==> src/rtl/ifetch_unit.sv <==
// Instruction-fetch initiator: fetch PC, one-cycle-latency memory reads, 2-entry skid FIFO, valid/ready output.
// Optional IFETCH_STATS_EN adds fetch_cnt / stall_cnt performance counters.
//
// Handshake: an instruction transfers on a cycle where inst_valid && inst_ready at the rising clk edge;
// inst/inst_pc stay stable while inst_valid is high and inst_ready is low; inst_valid never depends on inst_ready.
module ifetch_unit #(
  parameter logic [31:0] RESET_PC = 32'h0000_0000,
  parameter logic [31:0] PC_STEP  = 32'd1
) (
  input  logic        clk,
  input  logic        rst,
  output logic [31:0] iaddr,
  input  logic [31:0] idata,
  output logic        inst_valid,
  input  logic        inst_ready,
  output logic [31:0] inst,
  output logic [31:0] inst_pc,
  input  logic        redirect_valid,
  input  logic [31:0] redirect_pc,
  output logic        state_dbg
`ifdef IFETCH_STATS_EN
  ,
  output logic [31:0] fetch_cnt,
  output logic [31:0] stall_cnt
`endif
);

  typedef enum logic {BOOT = 1'b0, RUN = 1'b1} state_t;

  state_t      state;
  logic [31:0] fetch_pc;
  logic        inflight;
  logic [31:0] inflight_pc;
  logic [31:0] fifo_data [2];
  logic [31:0] fifo_pc   [2];
  logic        rd_ptr;
  logic        wr_ptr;
  logic [1:0]  count;

  logic        pop;
  logic        push;
  logic        issue;
  logic [2:0]  occ;

  assign iaddr      = fetch_pc;
  assign inst_valid = (count != 2'd0);
  assign inst       = fifo_data[rd_ptr];
  assign inst_pc    = fifo_pc[rd_ptr];
  assign state_dbg  = (state == RUN);

  assign pop  = inst_valid & inst_ready;
  assign push = inflight;
  // Occupancy after this cycle's pop; pop implies count >= 1, so no underflow.
  assign occ   = {1'b0, count} + {2'b00, inflight} - {2'b00, pop};
  assign issue = (state == RUN) & ~redirect_valid & (occ < 3'd2);

  always_ff @(posedge clk or posedge rst) begin
    if (rst) begin
      state        <= BOOT;
      fetch_pc     <= RESET_PC;
      inflight     <= 1'b0;
      inflight_pc  <= 32'd0;
      fifo_data[0] <= 32'd0;
      fifo_data[1] <= 32'd0;
      fifo_pc[0]   <= 32'd0;
      fifo_pc[1]   <= 32'd0;
      rd_ptr       <= 1'b0;
      wr_ptr       <= 1'b0;
      count        <= 2'd0;
    end else begin
      state <= RUN;
      if (redirect_valid) begin
        // Flush: buffered words and the in-flight read are both dropped.
        fetch_pc <= redirect_pc;
        inflight <= 1'b0;
        rd_ptr   <= 1'b0;
        wr_ptr   <= 1'b0;
        count    <= 2'd0;
      end else begin
        inflight <= issue;
        if (issue) begin
          inflight_pc <= fetch_pc;
          fetch_pc    <= fetch_pc + PC_STEP;
        end
        if (push) begin
          fifo_data[wr_ptr] <= idata;
          fifo_pc[wr_ptr]   <= inflight_pc;
          wr_ptr            <= ~wr_ptr;
        end
        if (pop) begin
          rd_ptr <= ~rd_ptr;
        end
        count <= count + {1'b0, push} - {1'b0, pop};
      end
    end
  end

`ifdef IFETCH_STATS_EN
  always_ff @(posedge clk or posedge rst) begin
    if (rst) begin
      fetch_cnt <= 32'd0;
      stall_cnt <= 32'd0;
    end else begin
      if (issue) begin
        fetch_cnt <= fetch_cnt + 32'd1;
      end
      if ((state == RUN) && !issue && !redirect_valid) begin
        stall_cnt <= stall_cnt + 32'd1;
      end
    end
  end
`endif

endmodule

==> config.mk <==
export PLATFORM = sky130hd
export DESIGN_NAME = ifetch_unit
export DESIGN_NICKNAME = d
export VERILOG_FILES = /design/src/rtl/ifetch_unit.sv
export SDC_FILE = /design/constraint.sdc
export NUM_CORES = 1
export LEC_CHECK = 0
export CAP_MARGIN = 15
export CORE_ASPECT_RATIO = 1.2
export CORE_MARGIN = 2
export CORE_UTILIZATION = 35
export DETAILED_ROUTE_END_ITERATION = 7
export GPL_TIMING_DRIVEN = 1
export PLACE_DENSITY = 0.53
export SKIP_CTS_REPAIR_TIMING = 1
export SYNTH_ARGS = -nofsm -noshare
export SYNTH_HDL_FRONTEND = slang
export SYNTH_SLANG_ARGS = --single-unit
==> constraint.sdc <==
create_clock -name clk -period 8.7 [get_ports clk]
set_input_delay 1.74 -clock clk [delete_from_list [all_inputs] [get_ports clk]]
set_output_delay 1.74 -clock clk [all_outputs]
set_load 0.05 [all_outputs]
==> results of run 1 <==
==> flip-flops by register name (all words and copies together), names as in the netlist <==
| register | count |
|---|---|
| state_dbg | 1 |
| rd_ptr | 1 |
| fifo_data | 64 |
| inflight | 1 |
| fifo_pc | 64 |
| inflight_pc | 32 |
| iaddr | 32 |
| wr_ptr | 1 |
| count | 2 |
==> power breakdown <==
group          internal [mW]  total (mW)  switching [mW]
Clock                  0.398       0.781           0.383
Sequential              1.29        1.55           0.267
Combinational          0.887        2.04            1.16
Total                   2.57        4.38            1.80
==> through the flow <==
step                util, %  hold slack [ns]
finish                45.51           0.5036
global route          45.51           0.5151
floorplan                 -           0.4737
CTS                   45.51           0.5045
global placement      43.22           0.4810
detailed placement    43.22           0.4869
==> logic make-up after synthesis <==
logic type	after synthesis	share of synthesized area, %
AO/OA/AOI/OAI	56	4.327
adder cells (fa/ha/maj)	4	0.6319
AND/OR/NAND/NOR	146	9.327
flip-flops	198	54.40
other	1	0.04117
XOR/XNOR	10	1.044
multiplexers	227	28.02
buffers and inverters	47	2.212
==> layout make-up <==
class                      instances  area, µm²
clock inverter                    13      132.6
clock buffer                      19      452.9
fill                            2303      13920
multi-input combinational        444       3970
inverter                           6      30.03
sequential                       198       4959
tap                              330      412.9
timing repair buffer             168       1669
==> worst reg2reg max path, cell delays in order, from the launching register on <==
cell and delay (ns):
dfrtp_1 0.45, or2_2 0.36, and2_1 0.20, ha_1 0.29
inv_1 0.04, ha_1 0.18, fa_1 0.49, nor2b_1 0.56
nand2_1 0.34, nor2_4 0.85, mux2_2 0.43
==> layer usage <==
layer	track usage, %	wire, µm	vias to the layer above
met1	21.72	9830	3149
met3	2.753	1044	14
met5	0	0	-
met4	4.523	240	0
met2	29.14	11530	142
li1	-	-	2831
==> final timing paths <==
kind / start / cells past startpoint / endpoint / slack [ns]
setup / recovery: inst_ready / 10 / inflight_pc[7] / 3.53
hold / removal: fifo_pc[38] / 1 / fifo_pc[38] / 0.50
setup reg to reg: count[1] / 10 / inflight_pc[7] / 4.41
hold reg to reg: fifo_pc[38] / 1 / fifo_pc[38] / 0.50
max in group asynchronous: rst / 3 / rd_ptr / 5.15
min in group asynchronous: rst / 2 / fifo_data[18] / 1.89
==> placed cells by master, fill, tap and decap left out, drive strengths merged, types with 2 or more instances in the layout <==
cell	count
mux2i	3
a221oi	3
nor3	4
o21ai	13
nor2b	13
nand4	21
nor3b	4
and2	3
inv	14
ha	3
xor2	7
o311ai	8
a22o	2
nor4	3
or4	12
dfrtp	198
clkdlybuf4s50	164
and3	8
mux2	224
or2	4
o41ai	4
clkinv	4
nand3	17
o31ai	9
and4	4
a21oi	2
a21boi	3
or3	4
a31oi	8
nor2	13
xnor2	3
clkbuf	19
o211ai	3
nand2	31
buf	4
==> results.toml, run 1 <==
[floorplan]
start_util_pct = 35.66
die_h_um = 180.7
placementRows = 64
io_pins = 166
core_area_mm2 = 0.02554
die_area_mm2 = 0.02734
die_x_um = 151.3

[global_routing]
grt_max_degree = 119
antenna_found_initial = 0
grt.total_usage_pct = 16.85
grt-ovfl-total = 0
grt_pass1_wl_um = 35860
grt_pass1_vias = 6545

[worst_setup_path]
path_common_cell = "ha_1"
critical_path_class = "primary input to flip-flop"
start_kind = "primary input"
worst_setup_path_end_kind = "flip-flop"
cp.required_ns = 9.02
worstPathMaxFanout = 33
cp_top_family = "simple AND/OR/NAND/NOR gates"
slowest_delay_ns = 0.85
cpMaxStageDelayCell = "nor2_4"
critPathBufInv = 2
critPathArrivalTime_ns = 5.48
crit_path_cell_trace = "clkdlybuf4s50_1 > and2_1 > ha_1 > inv_1 > ha_1 > fa_1 > nor2b_1 > nand2_1 > nor2_4 > mux2_2"

[worst_hold_path]
hold_class = "flip-flop to flip-flop"

[placement]
placed_cells = 1146
dp_slack_ns = 3.072
hpwl_um = 14840
place_area_mm2 = 0.01104
gp_congestion = 0.7944
io_buffers = 165

[clock_tree]
cts.path.max_buffers = 2
clk_pin_slew_ns = 0.07
htree_num_levels = 4
clock_latency_ns = 0.43
clock_sinks = 198
cts_tree = "yes"
cts_buffers = 17
root_buffer = "clkbuf_16"

[layout]
syn_to_final_growth_pct = 27.64
nets = 907
stdcell_count = 1178
stdcell_area_mm2 = 0.01163
n_antenna_cell = 0
drive_gt1_share_pct = 32.08

[timing]
min_period_over_period_pct = 59.37
grt_setup_unrepaired = "no"
drv_slew = 0
setup_ws_ns = 3.535
setup_viol = 0
period_needed_ns = 5.165
hold_violations = 0
max_freq_ghz = 0.1936
setup_tns_ns = 0
slew_headroom_pct = 28.13
fin_worst_skew_ns = 0.01529
tightest_slew_ns = 1.078

[yosys]
synth_top_area_share_pct = 54.40
synthCells = 689
ys.flop_type = "dfrtp_1"
synth_nets = 761
avgSynthCellArea_um2 = 13.22
yosysWarnings = 0
synth_seq_cells = 198
synthTopCellsByArea = "dfrtp_1 54%, mux2_2 28%, nand4_1 1.4%, clkbuf_1 1.4%, nand2_1 1.3%"
ys_async_sr_fraction_pct = 100.0
yosysMostFrequentCell = "mux2_2"
ys_types = 48
ys_seq_area_share_pct = 54.40
synth-edff-count = 0
synthesis.area_mm2 = 0.009109
synth.largest_area_cell = "dfrtp_1"
synth_common_cells = "224 x mux2_2, 198 x dfrtp_1, 33 x clkbuf_1"

[status]
status = "completed"

[route]
post_drt_wl_per_cell_um = 19.22
drtIter0Drc = 336
vias = 6136
vias_per_cell = 5.209
routed_wl_um = 22640
ant_nets = 0
drt_pass1_iterations = 4
route.detailed.drc = 0

[pwr]
total_power_mw = 4.377
power.leakage_nw = 4.778
vdd_drop_max_v = 0.0001437
power_density_mw_per_mm2 = 376.5

[run]
drv_cap = 0
No activity file was read; power rests on OpenSTA's default activity.
==> run 2, diff against run 1 <==
Settings changed: PLACE_DENSITY 0.53 to 0.55.
Clock period 8.7 ns to 4.7 ns, I/O delays scaled along.
==> results.toml, run 2 (synthesis results as in run 1) <==
[worst_setup_path]
worstPathMaxFanout = 20
slowest_delay_ns = 0.44
r2r_start = "count[1]"
critPathArrivalTime_ns = 4.04
cpMaxStageDelayCell = "fa_1"
critical_path_class = "primary input to flip-flop"
worst_setup_path_end_kind = "flip-flop"
crit_path_cell_trace = "clkdlybuf4s50_1 > and2_1 > ha_1 > inv_1 > ha_1 > fa_1 > xor2_2 > nand2_1 > nor2_4 > buf_4 > mux2_2"
cp-startpoint = "inst_ready"
cp.required_ns = 5.01
path_common_cell = "ha_1"
start_kind = "primary input"

[placement]
place_area_mm2 = 0.01113
io_buffers = 165
gp_congestion = 0.8133
hpwl_um = 15670
placed_cells = 1153

[clock_tree]
htree_num_levels = 4
clk_pin_slew_ns = 0.07
cts.path.max_buffers = 2
root_buffer = "clkbuf_16"
clock_sinks = 198
cts_tree = "yes"
cts_buffers = 17
clock_latency_ns = 0.42

[layout]
stdcell_area_mm2 = 0.01170
reg_top3 = "fifo_data: 64 flops, fifo_pc: 64 flops"
syn_to_final_growth_pct = 28.43
drive_gt1_share_pct = 32.32
n_antenna_cell = 0
postLayoutCoreUtil_pct = 45.80
stdcell_count = 1184
mostFrequentLayoutCell = "mux2_2"
n_fill_cell = 2284
layout_common_cells = "224 x mux2_2, 197 x dfrtp_1, 164 x clkdlybuf4s50_1, 31 x nand2_1, 20 x nand4_1"
nets = 914

[floorplan]
die_h_um = 180.7
io_pins = 166
die_x_um = 151.3
placementRows = 64
die_area_mm2 = 0.02734
core_area_mm2 = 0.02554
start_util_pct = 35.66

[route]
drt_pass1_iterations = 5
vias_per_cell = 5.276
drtIter0Drc = 330
routed_wl_um = 22990
ant_nets = 0
vias = 6247
post_drt_wl_per_cell_um = 19.42
route.detailed.drc = 0

[timing]
tightest_slew_ns = 1.009
hold_violations = 0
min_period_over_period_pct = 79.29
period_needed_ns = 3.727
setup_viol = 0
max_freq_ghz = 0.2683
grt_setup_unrepaired = "no"
drv_slew = 0
fin_worst_skew_ns = 0.01344
slew_headroom_pct = 32.59
setup_tns_ns = 0

[global_routing]
grt_pass1_vias = 6619
grt-ovfl-total = 0
grt_max_degree = 66
grt.total_usage_pct = 17.11
grt_pass1_wl_um = 36670
antenna_found_initial = 0

[pwr]
power_density_mw_per_mm2 = 695.4
power.leakage_nw = 4.809
vdd_drop_max_v = 0.0002290

[run]
drv_cap = 0

[worst_hold_path]
hold_class = "flip-flop to flip-flop"
min_from = "fifo_pc[30]"

[status]
status = "completed"
==> run 2: cell count changes in the layout (fill, tap and decap cells not counted) <==
cell / change
buf_12: +3
buf_4: +4
bufinv_16: +2
clkbuf_1: +2
clkbuf_8: -1
clkinv_2: +3
clkinv_4: -2
clkinv_8: -1
clkinvlp_4: +2
inv_8: -6
==> run 2: routing by layer <==
layer  GRT usage, %  wire length (µm)
met5              0                 0
met4          4.262               244
met3          2.929              1180
met2          29.50             11710
met1          22.22              9856
==> run 2: layout make-up <==
class | instances | area (µm²) | area share, %
tap | 330 | 412.9 | 3.529
inverter | 6 | 26.28 | 0.2246
timing repair buffer | 175 | 1759 | 15.04
multi-input combinational | 444 | 3970 | 33.94
sequential | 198 | 4959 | 42.39
clock inverter | 11 | 125.1 | 1.070
clock buffer | 20 | 446.7 | 3.818
==> run 2: path summary, 6_finish.rpt <==
kind                                    to  slack, ns  cells past startpoint
setup / recovery           inflight_pc[19]       0.97                     11
hold reg to reg                fifo_pc[30]       0.50                      1
setup reg to reg           inflight_pc[19]       1.08                     11
hold / removal                 fifo_pc[30]       0.50                      1
min in group asynchronous    fifo_data[38]       1.08                      2
max in group asynchronous  inflight_pc[20]       2.81                      3
==> run 2: power breakdown <==
group	internal (mW)	total, mW	switching (mW)
clock	0.800	1.45	0.649
sequential	2.38	2.88	0.500
combinational	1.66	3.80	2.15
==> run 2: critical path, delay by kind of cell <==
family	cells	cell delay, ns
xor+xnor	1	0.43
fa+ha+maj	3	0.89
mux	1	0.38
simple gates	3	0.61
buf+inv	3	0.76
==> run 2: metrics by stage <==
step                      worst slack (ns)  total power, mW  hold slack [ns]
after CTS                           0.9844            8.230           0.5025
final                               0.9733            8.135           0.5015
after floorplan                      1.200            5.538           0.4737
after global routing                0.8502            8.568           0.5173
after detailed placement            0.5419            6.762           0.4878
after global placement              0.6201            6.648           0.4807
